File: src/rtl/pc_next_unit.sv
// Fetch-stage PC register with next-PC selection, stall-time redirect capture
// and a circular return-address stack.
module pc_next_unit #(
    parameter int unsigned       WIDTH     = 32,
    parameter logic [WIDTH-1:0]  RESET_PC  = '0,
    parameter int unsigned       INC       = 4,
    parameter int unsigned       RAS_DEPTH = 4
) (
    input  logic             Clk,
    input  logic             Reset,
    input  logic             Stall,
    input  logic             RedirectValid,
    input  logic [1:0]       Mode,
    input  logic [WIDTH-1:0] BranchBase,
    input  logic [WIDTH-1:0] BranchOffset,
    input  logic [WIDTH-1:0] RegTarget,
    input  logic [WIDTH-1:0] JAddress,
    input  logic             Push,
    output logic [WIDTH-1:0] PC,
    output logic [WIDTH-1:0] PCPlusInc,
    output logic             RasEmpty,
    output logic             RasUnderflow,
    output logic             PendValid
);

    localparam int unsigned PTR_W = $clog2(RAS_DEPTH);
    localparam int unsigned CNT_W = PTR_W + 1;
    localparam logic [CNT_W-1:0] CNT_MAX = CNT_W'(RAS_DEPTH);

    localparam logic [1:0] MODE_BRANCH = 2'd0;
    localparam logic [1:0] MODE_REG    = 2'd1;
    localparam logic [1:0] MODE_JUMP   = 2'd2;
    localparam logic [1:0] MODE_RET    = 2'd3;

    logic [WIDTH-1:0] ras_mem [RAS_DEPTH];
    logic [PTR_W-1:0] ras_sp;
    logic [PTR_W-1:0] top_idx;
    logic [PTR_W-1:0] mem_idx;
    logic [CNT_W-1:0] ras_cnt;
    logic [WIDTH-1:0] pend_target;
    logic [WIDTH-1:0] target;
    logic             pop;
    logic             pop_ok;
    logic             push_en;

    // Redirect target and RAS control decode
    always_comb begin
        PCPlusInc = PC + WIDTH'(INC);
        RasEmpty  = (ras_cnt == '0);
        top_idx   = ras_sp - PTR_W'(1);
        pop       = RedirectValid && (Mode == MODE_RET);
        pop_ok    = pop && !RasEmpty;
        push_en   = Push && !Stall;
        // A same-cycle push and pop rewrites the slot just popped
        mem_idx   = pop_ok ? top_idx : ras_sp;
        target    = RegTarget;
        case (Mode)
            MODE_BRANCH: target = BranchBase + (BranchOffset << 2);
            MODE_REG:    target = RegTarget;
            MODE_JUMP:   target = JAddress;
            MODE_RET:    target = RasEmpty ? RegTarget : ras_mem[top_idx];
            default:     target = RegTarget;
        endcase
    end

    // PC register and pending-redirect capture
    always_ff @(posedge Clk) begin
        if (Reset) begin
            PC          <= RESET_PC;
            PendValid   <= 1'b0;
            pend_target <= '0;
        end else if (Stall) begin
            if (RedirectValid) begin
                pend_target <= target;
                PendValid   <= 1'b1;
            end
        end else begin
            PendValid <= 1'b0;
            if (RedirectValid) begin
                PC <= target;
            end else if (PendValid) begin
                PC <= pend_target;
            end else begin
                PC <= PCPlusInc;
            end
        end
    end

    // RAS pointer, occupancy and underflow pulse
    always_ff @(posedge Clk) begin
        if (Reset) begin
            ras_sp       <= '0;
            ras_cnt      <= '0;
            RasUnderflow <= 1'b0;
        end else begin
            RasUnderflow <= pop && RasEmpty;
            if (push_en && pop_ok) begin
                ras_sp  <= ras_sp;
            end else if (push_en) begin
                ras_sp <= ras_sp + PTR_W'(1);
                if (ras_cnt != CNT_MAX) begin
                    ras_cnt <= ras_cnt + CNT_W'(1);
                end
            end else if (pop_ok) begin
                ras_sp  <= top_idx;
                ras_cnt <= ras_cnt - CNT_W'(1);
            end
        end
    end

    // RAS storage; a full-stack push lands on the oldest entry
    always_ff @(posedge Clk) begin
        if (!Reset && push_en) begin
            ras_mem[mem_idx] <= PCPlusInc;
        end
    end

endmodule

File: config.mk
export PLATFORM = sky130hd
export DESIGN_NAME = pc_next_unit
export DESIGN_NICKNAME = d
export VERILOG_FILES = /design/src/rtl/pc_next_unit.sv
export SDC_FILE = /design/constraint.sdc
export NUM_CORES = 1
export LEC_CHECK = 0
export ABC_AREA = 1
export BUFFER_PORTS_ARGS = -buffer_cell sky130_fd_sc_hd__buf_2
export CORE_MARGIN = 3
export CORE_UTILIZATION = 30
export DETAILED_ROUTE_END_ITERATION = 8
export HOLD_SLACK_MARGIN = 0.05
export MAX_ROUTING_LAYER = met4
export PLACE_DENSITY = 0.47
export SLEW_MARGIN = 20
export SYNTH_ARGS = -nofsm -noshare
export SYNTH_HDL_FRONTEND = slang
export SYNTH_SLANG_ARGS = --single-unit
File: constraint.sdc
create_clock -name Clk -period 8.8 [get_ports Clk]
set_input_delay 0.44 -clock Clk [delete_from_list [all_inputs] [get_ports Clk]]
set_output_delay 0.44 -clock Clk [all_outputs]
set_load 0.01 [all_outputs]
==> impl_metrics.ini <==
[timing]
drv_slew = 0
clock.fmax_ghz = 0.303
hold_violations = 0
worst_slew_pin_slew_ns = 0.977
finalCritPeriodShare = 0.375
final-setup-viol-count = 0
fin_setup_tns_ns = 0
finClkSkew_ns = 0.0115
rsz0062_at_grt = no
layout_min_cycle_time_ns = 3.30
slew_headroom = 0.347

[min_path]
hp-start = JAddress[3]
worstHoldPathCells = 5
hp-class = primary input to flop

[worst_setup_path]
crit_type = flop to output pin
startpoint = PC[2]
crit_arrival_ns = 2.86
critical-path-max-stage-delay_ns = 0.54
crit_chain = ha_1, nand2_1, nor4_1, nand2_1, xnor2_1, buf_2
critPathRequiredTime_ns = 8.36
crit_fanout = 6
startpoint_type = flop
end_kind = output pin
cpMostUsedCell = nand2_1
critical_path.slowest_cell = xnor2_1
rr_startpoint = ras_cnt[0]
r2r_cells = 7

[global_route]
grtUsageTotal = 0.211
grt_first_pass_wirelength_mm = 63.8
grt_max_degree = 56
grt_pass1_vias = 10200
antenna_found_initial = 0
overflow = 0

[power_and_ir_drop]
peakVddDrop_uv = 107
swShare = 0.321
leakage_nw = 6.21
p_seq_frac = 0.455
power.density_nw_per_um2 = 171
pwr-share-clk = 0.331
pwr-share-comb = 0.214
intPower_w = 0.00159
p_sw_w = 0.000753

[clocking]
clk_latency_ns = 0.44
htree_num_levels = 4
clock_sinks = 199
postCtsSetupRepairBufs = 0
cts_made_buffers = 17
clk_pin_slew_worst_paths_ns = 0.07
cts_tree = built
cts_hold_buffers = 0
clk_path_buf_depth = 2
clockRootBuffer = clkbuf_16
post_cts_resized = 0

[synthesis]
synthCells = 1472
ys_ff_latch = 199
synthXorXnorAreaFrac = 0.0283
syn_area_um2 = 11600
ys_seq_area_frac = 0.454
synth.most_common_cell = nand2_1
yosys-top-cells-count = nand2_1 (421), inv_1 (177), edfxtp_1 (128), a21oi_1 (114), o21ai_0 (106)
yosys.area.top_type = edfxtp_1
synth_top_area_share = 0.331
synth_edf_count = 128
synth_area_leaders = edfxtp_1 (33%), nand2_1 (14%), dfxtp_1 (12%)
ys_warn_count = 0
synth_area_per_cell_um2 = 7.88
synth_top_family_by_area = simple AND/OR/NAND/NOR gates
synth.area.mux_share = 0.0155
ys.flop_type = edfxtp_1
synth_compound_area_frac = 0.150
synthArstFlopShare = 0
synth-simple-area-share = 0.236
syn_nets = 1639
synth.distinct_cells = 47
synthAdderAreaFrac = 0.0358

[die]
fp.dieArea_um2 = 41100
num_rows = 71
initial_core_util = 0.307
die_h_um = 203
core_um2 = 37800
die_w_um = 203
pin_count = 202

[route]
detail-route-antenna-nets = 0
drt_iter0_drc = 854
drt_pass1_iterations = 5
drcViolationCount = 0
routedWlPerCell_um = 19.6
drt_wl_total_mm = 42.7
num_vias = 10600
vias_per_cell = 4.85

[placed_design]
hpwl_mm = 31.3
io_buffer_count = 199
routabilityCongestion = 0.899

[flow_run]
cap_violations = 0

[run_status]
status = finished, final reports clean

[final_layout]
fillers = 4046
multi_input_area_um2 = 5420
areaGrowthSynthToFinish_pct = 18.2
antenna-diode-count = 0
nNetsFinal = 1821
post-route-util = 0.362
seq_area_um2 = 5270
drive_above_1_share = 0.175
[per-layer routing]
metal | global-route usage | vias to the layer above | wire length [um]
met3 | 0.0279 | 33 | 2060
met4 | 0.0517 | 0 | 749
met5 | - | - | 0
met1 | 0.281 | 4933 | 19900
met2 | 0.344 | 314 | 20000
li1 | - | 5290 | -
[cell type report]
class,count,area share
tap,511,0.0466
timing repair buffer,215,0.0814
clock inverter,14,0.0101
inverter,186,0.0509
multi-input combinational,1035,0.396
sequential,199,0.384
clock buffer,18,0.0313
[critical path, delay by kind of cell, from the launching register on]
kind | cells | cell delay, ns
AND/OR/NAND/NOR | 3 | 0.88
XOR/XNOR | 1 | 0.54
flip-flops | 1 | 0.43
adder cells (fa/ha/maj) | 1 | 0.32
buffers and inverters | 1 | 0.25
[worst paths after layout]
path / endpoint / slack (ns)
worst max register to register: ras_mem[0][20] / 6.08
worst min-delay path: pend_target[3] / 0.35
worst max-delay path: PCPlusInc[26] / 5.50
worst min register to register: pend_target[15] / 0.51
[flip-flops by register name, indices dropped and copies added, names as in the netlist]
name	count
pend_target	32
RasUnderflow	1
ras_cnt	3
PC	32
ras_sp	2
ras_mem	128
PendValid	1
[cell usage in the layout (no fill, tap or decap), types with 6 or more instances in the layout]
cell type	netlist	final
a221oi_1	6	6
nor2_1	96	91
mux2i_1	18	18
o21ai_1	14	14
ha_1	30	30
inv_1	177	176
a21oi_1	114	114
nand3_1	55	55
buf_4	4	16
o211ai_1	17	17
a22oi_1	35	35
dfxtp_1	71	70
xnor2_1	8	8
nor3_1	14	14
edfxtp_1	128	128
nor2_4	8	9
o21bai_1	6	6
buf_2	17	199
nand2_1	421	421
o21ai_0	106	106
nand4_1	25	25
inv_2	7	7
nor2_2	4	8
xor2_1	22	22
clkbuf_16	0	17
[power by group through the flow]
stage / Sequential, W / Clock, W / Combinational [W]
after floorplan: 0.00108 / 0 / 0.000303
after global placement: 0.00109 / 0 / 0.000501
after CTS: 0.00107 / 0.000794 / 0.000507
after detailed placement: 0.00109 / 0 / 0.000504
after global routing: 0.00107 / 0.000824 / 0.000564
final: 0.00107 / 0.000777 / 0.000503
[stage by stage]
stage / setup WS, ns / instances / power [W] / instance area (um^2) / hold slack, ns
after global routing: 5.24 / 2178 / 0.00246 / 13700 / 0.373
final: 5.50 / 2178 / 0.00235 / 13700 / 0.350
after detailed placement: 5.53 / 2146 / 0.00159 / 13100 / 0.485
after CTS: 5.41 / 2178 / 0.00237 / 13700 / 0.328
after floorplan: 5.62 / 1472 / 0.00139 / 11600 / 0.468
after global placement: 5.57 / 2146 / 0.00159 / 13100 / 0.488
[cell families (layout without fill, tap and decap cells)]
group           Yosys count  after routing
compound gates          309            309
xor+xnor                 34             34
fa+ha+maj                32             32
buf+inv                 238            433
flops                   199            199
mux                      18             18
simple gates            642            642
(Power assumes the default switching activity.)
